`src/rtl/seg_pkg.sv`:
```
// Shared definitions for the multiplexed 7-segment scan driver: conversion FSM
// states, glyph codes and the double-dabble nibble adjust.
package seg_pkg;

   typedef enum logic [1:0] {
      ST_IDLE  = 2'd0,
      ST_LOAD  = 2'd1,
      ST_SHIFT = 2'd2,
      ST_DONE  = 2'd3
   } conv_state_t;

   // Segment codes, bit6 = g ... bit0 = a, 1 = segment lit
   localparam logic [6:0] GLYPH_0 = 7'h3F;
   localparam logic [6:0] GLYPH_1 = 7'h06;
   localparam logic [6:0] GLYPH_2 = 7'h5B;
   localparam logic [6:0] GLYPH_3 = 7'h4F;
   localparam logic [6:0] GLYPH_4 = 7'h66;
   localparam logic [6:0] GLYPH_5 = 7'h6D;
   localparam logic [6:0] GLYPH_6 = 7'h7D;
   localparam logic [6:0] GLYPH_7 = 7'h07;
   localparam logic [6:0] GLYPH_8 = 7'h7F;
   localparam logic [6:0] GLYPH_9 = 7'h6F;
   localparam logic [6:0] GLYPH_A = 7'h77;
   localparam logic [6:0] GLYPH_B = 7'h7C;
   localparam logic [6:0] GLYPH_C = 7'h39;
   localparam logic [6:0] GLYPH_D = 7'h5E;
   localparam logic [6:0] GLYPH_E = 7'h79;
   localparam logic [6:0] GLYPH_F = 7'h71;
   localparam logic [6:0] SEG_BLANK = 7'h00;
   localparam logic [6:0] SEG_DASH  = 7'h40;

   localparam logic [1:0] DIGIT_0 = 2'd0;
   localparam logic [1:0] DIGIT_1 = 2'd1;
   localparam logic [1:0] DIGIT_2 = 2'd2;
   localparam logic [1:0] DIGIT_3 = 2'd3;

   localparam logic [3:0]  SHIFT_LAST = 4'd15;
   localparam logic [15:0] DEC_MAX    = 16'd9999;

   // Add 3 to every BCD nibble that is 5 or more, ahead of the shift
   function automatic logic [15:0] dd_adjust(input logic [15:0] bcd);
      logic [15:0] adj;
      adj = bcd;
      for (int i = 0; i < 4; i++) begin
         if (bcd[i*4 +: 4] >= 4'd5) begin
            adj[i*4 +: 4] = bcd[i*4 +: 4] + 4'd3;
         end else begin
            adj[i*4 +: 4] = bcd[i*4 +: 4];
         end
      end
      return adj;
   endfunction

endpackage

```
`src/rtl/seg7_decode.sv`:
```
// Combinational glyph decoder: one hex digit to seven active-high segments,
// with dash taking priority over blank.
module seg7_decode
   import seg_pkg::*;
(
   input  logic [3:0] i_digit,
   input  logic       i_blank,
   input  logic       i_dash,
   output logic [6:0] o_seg
);

   always_comb begin
      o_seg = SEG_BLANK;
      if (i_dash) begin
         o_seg = SEG_DASH;
      end else if (i_blank) begin
         o_seg = SEG_BLANK;
      end else begin
         case (i_digit)
            4'h0:    o_seg = GLYPH_0;
            4'h1:    o_seg = GLYPH_1;
            4'h2:    o_seg = GLYPH_2;
            4'h3:    o_seg = GLYPH_3;
            4'h4:    o_seg = GLYPH_4;
            4'h5:    o_seg = GLYPH_5;
            4'h6:    o_seg = GLYPH_6;
            4'h7:    o_seg = GLYPH_7;
            4'h8:    o_seg = GLYPH_8;
            4'h9:    o_seg = GLYPH_9;
            4'hA:    o_seg = GLYPH_A;
            4'hB:    o_seg = GLYPH_B;
            4'hC:    o_seg = GLYPH_C;
            4'hD:    o_seg = GLYPH_D;
            4'hE:    o_seg = GLYPH_E;
            4'hF:    o_seg = GLYPH_F;
            default: o_seg = SEG_BLANK;
         endcase
      end
   end

endmodule

```
`src/rtl/seg_scan_driver.sv`:
```
// Four-digit multiplexed 7-segment driver: serial hex/decimal conversion of the
// count value, leading-zero blanking, overflow dashes and blink on zero.
module seg_scan_driver
   import seg_pkg::*;
#(
   parameter int BLINK_HALF_MS  = 500,
   parameter bit SEG_ACTIVE_LOW = 1'b1
)
(
   input  logic        clk_1KHz,
   input  logic        nreset,
   input  logic [15:0] data_in,
   input  logic        dec_mode,
   input  logic        blank_lz,
   input  logic        blink_en,
   output logic [7:0]  seg_out,
   output logic [3:0]  digit_sel
);

   localparam int            BW         = $clog2(BLINK_HALF_MS + 1);
   localparam logic [BW-1:0] BLINK_LAST = BW'(BLINK_HALF_MS - 1);
   localparam logic [BW-1:0] BLINK_ONE  = BW'(1);
   localparam logic [7:0]    SEG_INV    = {8{SEG_ACTIVE_LOW}};
   localparam logic [3:0]    SEL_INV    = {4{SEG_ACTIVE_LOW}};

   conv_state_t   r_state;
   conv_state_t   w_next_state;
   logic          r_force;
   logic [15:0]   r_snap_data;
   logic          r_snap_dec;
   logic [15:0]   r_bin;
   logic [15:0]   r_bcd;
   logic [15:0]   w_bcd_adj;
   logic [3:0]    r_shift_cnt;
   logic [15:0]   r_digits;
   logic          r_dash;
   logic [1:0]    r_scan;
   logic [BW-1:0] r_blink_cnt;
   logic          r_blink_off;
   logic          w_start;
   logic [3:0]    w_blank;
   logic [3:0]    w_cur_digit;
   logic          w_cur_blank;
   logic [6:0]    w_seg;
   logic          w_blink_cond;

   // Snapshot doubles as "last converted value" for change detection
   assign w_start      = (data_in != r_snap_data) || (dec_mode != r_snap_dec) || r_force;
   assign w_bcd_adj    = dd_adjust(r_bcd);
   assign w_blink_cond = blink_en && !r_dash && (r_digits == 16'h0000);

   always_ff @(posedge clk_1KHz or negedge nreset) begin
      if (!nreset) begin
         r_state <= ST_IDLE;
      end else begin
         r_state <= w_next_state;
      end
   end

   always_comb begin
      w_next_state = r_state;
      case (r_state)
         ST_IDLE: begin
            if (w_start) w_next_state = ST_LOAD;
            else         w_next_state = ST_IDLE;
         end
         ST_LOAD: begin
            if (dec_mode) w_next_state = ST_SHIFT;
            else          w_next_state = ST_DONE;
         end
         ST_SHIFT: begin
            if (r_shift_cnt == SHIFT_LAST) w_next_state = ST_DONE;
            else                           w_next_state = ST_SHIFT;
         end
         ST_DONE: w_next_state = ST_IDLE;
         default: w_next_state = ST_IDLE;
      endcase
   end

   always_ff @(posedge clk_1KHz or negedge nreset) begin
      if (!nreset) begin
         r_force     <= 1'b1;
         r_snap_data <= 16'h0000;
         r_snap_dec  <= 1'b0;
         r_bin       <= 16'h0000;
         r_bcd       <= 16'h0000;
         r_shift_cnt <= 4'd0;
         r_digits    <= 16'h0000;
         r_dash      <= 1'b0;
      end else begin
         case (r_state)
            ST_LOAD: begin
               r_force     <= 1'b0;
               r_snap_data <= data_in;
               r_snap_dec  <= dec_mode;
               r_bin       <= data_in;
               r_bcd       <= 16'h0000;
               r_shift_cnt <= 4'd0;
            end
            ST_SHIFT: begin
               r_bcd       <= {w_bcd_adj[14:0], r_bin[15]};
               r_bin       <= {r_bin[14:0], 1'b0};
               r_shift_cnt <= r_shift_cnt + 4'd1;
            end
            ST_DONE: begin
               if (r_snap_dec) begin
                  r_digits <= r_bcd;
                  r_dash   <= (r_snap_data > DEC_MAX);
               end else begin
                  r_digits <= r_snap_data;
                  r_dash   <= 1'b0;
               end
            end
            default: begin
               r_force <= r_force;
            end
         endcase
      end
   end

   always_comb begin
      w_blank[3] = blank_lz && (r_digits[15:12] == 4'h0);
      w_blank[2] = w_blank[3] && (r_digits[11:8] == 4'h0);
      w_blank[1] = w_blank[2] && (r_digits[7:4] == 4'h0);
      w_blank[0] = 1'b0;
   end

   always_comb begin
      w_cur_digit = r_digits[3:0];
      w_cur_blank = 1'b0;
      case (r_scan)
         DIGIT_0: begin w_cur_digit = r_digits[3:0];   w_cur_blank = w_blank[0]; end
         DIGIT_1: begin w_cur_digit = r_digits[7:4];   w_cur_blank = w_blank[1]; end
         DIGIT_2: begin w_cur_digit = r_digits[11:8];  w_cur_blank = w_blank[2]; end
         DIGIT_3: begin w_cur_digit = r_digits[15:12]; w_cur_blank = w_blank[3]; end
         default: begin w_cur_digit = r_digits[3:0];   w_cur_blank = 1'b0;       end
      endcase
   end

   seg7_decode u_decode (
      .i_digit (w_cur_digit),
      .i_blank (w_cur_blank),
      .i_dash  (r_dash),
      .o_seg   (w_seg)
   );

   always_ff @(posedge clk_1KHz or negedge nreset) begin
      if (!nreset) begin
         r_scan <= 2'd0;
      end else begin
         r_scan <= r_scan + 2'd1;
      end
   end

   // Blink phase only runs while the zero-blink condition holds
   always_ff @(posedge clk_1KHz or negedge nreset) begin
      if (!nreset) begin
         r_blink_cnt <= '0;
         r_blink_off <= 1'b0;
      end else if (w_blink_cond) begin
         if (r_blink_cnt == BLINK_LAST) begin
            r_blink_cnt <= '0;
            r_blink_off <= ~r_blink_off;
         end else begin
            r_blink_cnt <= r_blink_cnt + BLINK_ONE;
         end
      end else begin
         r_blink_cnt <= '0;
         r_blink_off <= 1'b0;
      end
   end

   always_ff @(posedge clk_1KHz or negedge nreset) begin
      if (!nreset) begin
         seg_out   <= SEG_INV;
         digit_sel <= SEL_INV;
      end else if (r_blink_off) begin
         seg_out   <= SEG_INV;
         digit_sel <= SEL_INV;
      end else begin
         seg_out   <= {1'b0, w_seg} ^ SEG_INV;
         digit_sel <= (4'b0001 << r_scan) ^ SEL_INV;
      end
   end

endmodule
```
`config.mk`:
```
export PLATFORM = sky130hd
export DESIGN_NAME = seg_scan_driver
export DESIGN_NICKNAME = d
export VERILOG_FILES = /design/src/rtl/seg_pkg.sv /design/src/rtl/seg7_decode.sv /design/src/rtl/seg_scan_driver.sv
export SDC_FILE = /design/constraint.sdc
export NUM_CORES = 1
export LEC_CHECK = 0
export ABC_AREA = 1
export CAP_MARGIN = 10
export CORE_MARGIN = 10
export CORE_UTILIZATION = 45
export CTS_CLUSTER_SIZE = 14
export DETAILED_ROUTE_END_ITERATION = 16
export SLEW_MARGIN = 20
export SYNTH_ARGS = -nofsm -noshare
export SYNTH_HDL_FRONTEND = slang
export SYNTH_SLANG_ARGS = --single-unit
```
`constraint.sdc`:
```
create_clock -name clk_1KHz -period 2.1 [get_ports clk_1KHz]
set_input_delay 0.42 -clock clk_1KHz [delete_from_list [all_inputs] [get_ports clk_1KHz]]
set_output_delay 0.42 -clock clk_1KHz [all_outputs]
set_load 0.05 [all_outputs]
```
==> flow_summary.json <==
{
  "first_iter_violations": 327,
  "clkSlewWorstSetupHoldPaths_ns": 0.07,
  "wirelength_mm": 12.17,
  "finalCriticalPeriod_ns": 1.986,
  "postSynthCellCount": 619,
  "grt_pass1_vias": 4109,
  "grt_use_total": 0.1551,
  "grt_pass1_wl_mm": 20.24,
  "overflow": 0,
  "fin_skew_ns": 0.01372,
  "drive_above_1_share": 0.1201,
  "crit_path_max_incr_delay_ns": 0.42,
  "critPathRequiredTime_ns": 2.36,
  "io_buffers": 31,
  "fmax_mhz": 503.5,
  "swShare": 0.4186,
  "via_count": 4168,
  "io_pins": 33,
  "place_congestion": 0.8645,
  "ant_nets": 0,
  "fin_setup_tns_ns": 0,
  "p_seq_frac": 0.361,
  "critPathCaptureType": "flip-flop",
  "synth-seq-area-share": 0.4781,
  "cts-root-buf": "clkbuf_16",
  "drtPass1Iterations": 5,
  "drc": 0,
  "finalHoldViolCount": 0,
  "p_sw_mw": 3.313,
  "numCtsBuffers": 9,
  "fp.dieH_um": 126,
  "syn2layout_area_growth_pct": 16.98,
  "clock_power_share": 0.215,
  "reg2reg_setup_slack_ns": 0.11,
  "via_per_inst": 5.171,
  "period_share": 0.9457,
  "final_common_cell": "nand2_1",
  "internal-power_mw": 4.602,
  "crit_fanout": 7,
  "layout_common_cells": "141 x nand2_1, 86 x inv_1, 84 x dfrtp_1, 80 x o21ai_0, 42 x nor2_1",
  "yosys_warnings": 0,
  "antenna_cells": 0,
  "synth_cell_type_count": 41,
  "ctsLongestPathBuffers": 2,
  "htree_levels": 3,
  "dpl.cell_count": 788,
  "final_max_slew_viol_count": 0,
  "power_density_nw_per_um2": 1338,
  "antenna_found_initial": 0,
  "start_util": 0.4624,
  "die_w_um": 126,
  "setup_viol": 0,
  "ir_drop_uv": 757.5,
  "layout.nets": 707,
  "layout_setup_ws_ns": 0.1139,
  "hpwlAfterDp_mm": 9.176,
  "die_area_sq_um": 15880,
  "comb_power_share": 0.424,
  "worstPathCellList": "inv_2, ha_1, inv_4, nand2_1, nor2_1, nor2_2, inv_2, ha_1, o21ai_1, o211ai_1",
  "worstPathArrival_ns": 2.24,
  "grt_start_max_net_pins": 42,
  "start_kind": "flip-flop",
  "synth.net_count": 665,
  "max_cap_viol_count": 0,
  "pre_cts_ws_ns": 0.08542,
  "clk_latency_ns": 0.35,
  "ys_ff_latch": 96,
  "syn_area_sq_um": 5056,
  "criticalPathCategory": "flip-flop to flip-flop",
  "core_sq_um": 10940,
  "status": "completed",
  "wl_per_cell_um": 15.10,
  "instances_no_fill": 806,
  "cts_tree": "done",
  "min_path_type": "flip-flop to flip-flop",
  "critPathSlowestCell": "dfrtp_1",
  "cts_sinks": 96,
  "rows": 38,
  "syn_area_per_cell_sq_um": 8.168,
  "p_leak_nw": 2.710,
  "finalPower_mw": 7.915
}
## logic make-up after synthesis
logic type | Yosys count | share of synthesized area
XOR/XNOR | 7 | 0.01213
buffers and inverters | 109 | 0.08389
other | 1 | 0.0007417
adder cells (fa/ha/maj) | 25 | 0.06187
AND/OR/NAND/NOR | 233 | 0.1955
AO/OA/AOI/OAI | 148 | 0.1678
flip-flops | 96 | 0.4781
## worst max-delay path, delay by kind of cell (launching register included)
family	cells	cell delay, ns
compound gates	2	0.31
fa+ha+maj	2	0.53
buf+inv	3	0.30
flops	1	0.42
simple gates	3	0.33
## registers in the layout (all words and copies together) (netlist names)
name         cells
r_blink_off      1
r_state          2
r_digits        16
r_scan           2
r_force          1
seg_out          7
digit_sel        4
r_dash           1
r_snap_dec       1
r_blink_cnt      9
r_snap_data     16
r_shift_cnt      4
r_bin           16
r_bcd           16
## layout make-up
class	instances	area, sq um
clock buffer	10	239.0
clock inverter	6	66.31
fill	1037	5021
inverter	92	347.8
multi-input combinational	414	2232
sequential	96	2417
tap	140	175.2
timing repair buffer	48	436.7
## synth_stat cells
cell / n / area [sq um]
buf_2: 6 / 30.03
xor2_1: 7 / 61.31
nor2_4: 1 / 11.26
o221ai_1: 3 / 26.28
dfstp_2: 12 / 315.3
or2_2: 1 / 6.260
buf_4: 1 / 7.510
nand3_1: 23 / 115.1
o21ai_4: 1 / 16.27
o22ai_1: 13 / 81.33
conb_1: 1 / 3.750
o21ai_1: 3 / 15.01
nor3b_1: 1 / 7.510
nor3_2: 1 / 10.01
dfrtp_1: 84 / 2102
nand4_1: 10 / 62.56
inv_1: 87 / 326.6
nand2_2: 2 / 12.51
inv_2: 3 / 11.26
o211ai_1: 12 / 90.09
ha_1: 25 / 312.8
a31oi_1: 1 / 6.260
nand2_4: 1 / 11.26
nor2_2: 2 / 12.51
o21ai_0: 80 / 400.4
o21ai_2: 1 / 8.760
nor3_1: 6 / 30.03
nand4_2: 1 / 12.51
a21oi_1: 29 / 145.1
clkinv_1: 1 / 3.750
a21oi_2: 1 / 8.760
o211ai_2: 1 / 12.51
nor2_1: 42 / 157.7
o21a_2: 1 / 8.760
clkbuf_1: 9 / 33.78
inv_4: 1 / 6.260
nand2_1: 141 / 529.3
o22ai_2: 1 / 12.51
clkbuf_2: 1 / 5.000
nand3_2: 1 / 10.01
a21oi_4: 1 / 16.27
## through the flow
step                  util  instance area [sq um]  hold WS (ns)
floorplan                -                   5056        0.1244
global placement    0.5098                   5575        0.3303
detailed placement  0.5098                   5575        0.3344
CTS                 0.5386                   5889        0.4616
global route        0.5408                   5914        0.4990
finish              0.5408                   5914        0.4620
## timing repair
action	CTS	global route
hold buffers	1	0
endpoints found under the hold margin	12	0
gates resized for setup	1	5
buffers inserted	0	1
cloned	0	0
endpoints found under the setup margin	1	5
pin swaps	0	1
## power by group through the flow
stage / logic (mW) / clock network, mW / registers (mW)
3_5_place_dp: 3.36 / 0 / 2.88
5_1_grt: 3.80 / 1.80 / 2.93
6_report: 3.36 / 1.70 / 2.86
2_1_floorplan: 2.15 / 0 / 3.03
4_1_cts: 3.37 / 1.74 / 2.85
3_3_place_gp: 3.31 / 0 / 2.87
## layer usage
metal / global-route usage / wire length, um / up-vias
li1: - / - / 2093
met1: 0.1959 / 5585 / 1990
met2: 0.2534 / 5826 / 69
met3: 0.03440 / 525 / 16
met4: 0.05894 / 230 / 0
met5: 0 / 0 / -
## path summary, 6_finish.rpt
kind / startpoint / to / cells after the start
min: r_force / r_force / 2
max reg2reg: r_scan[0] / seg_out[3] / 10
max: r_scan[0] / seg_out[3] / 10
min reg2reg: r_force / r_force / 2
max in group asynchronous: nreset / r_force / 3
min in group asynchronous: nreset / r_snap_data[11] / 2
Note: power is estimated with default switching activity, not from simulation.
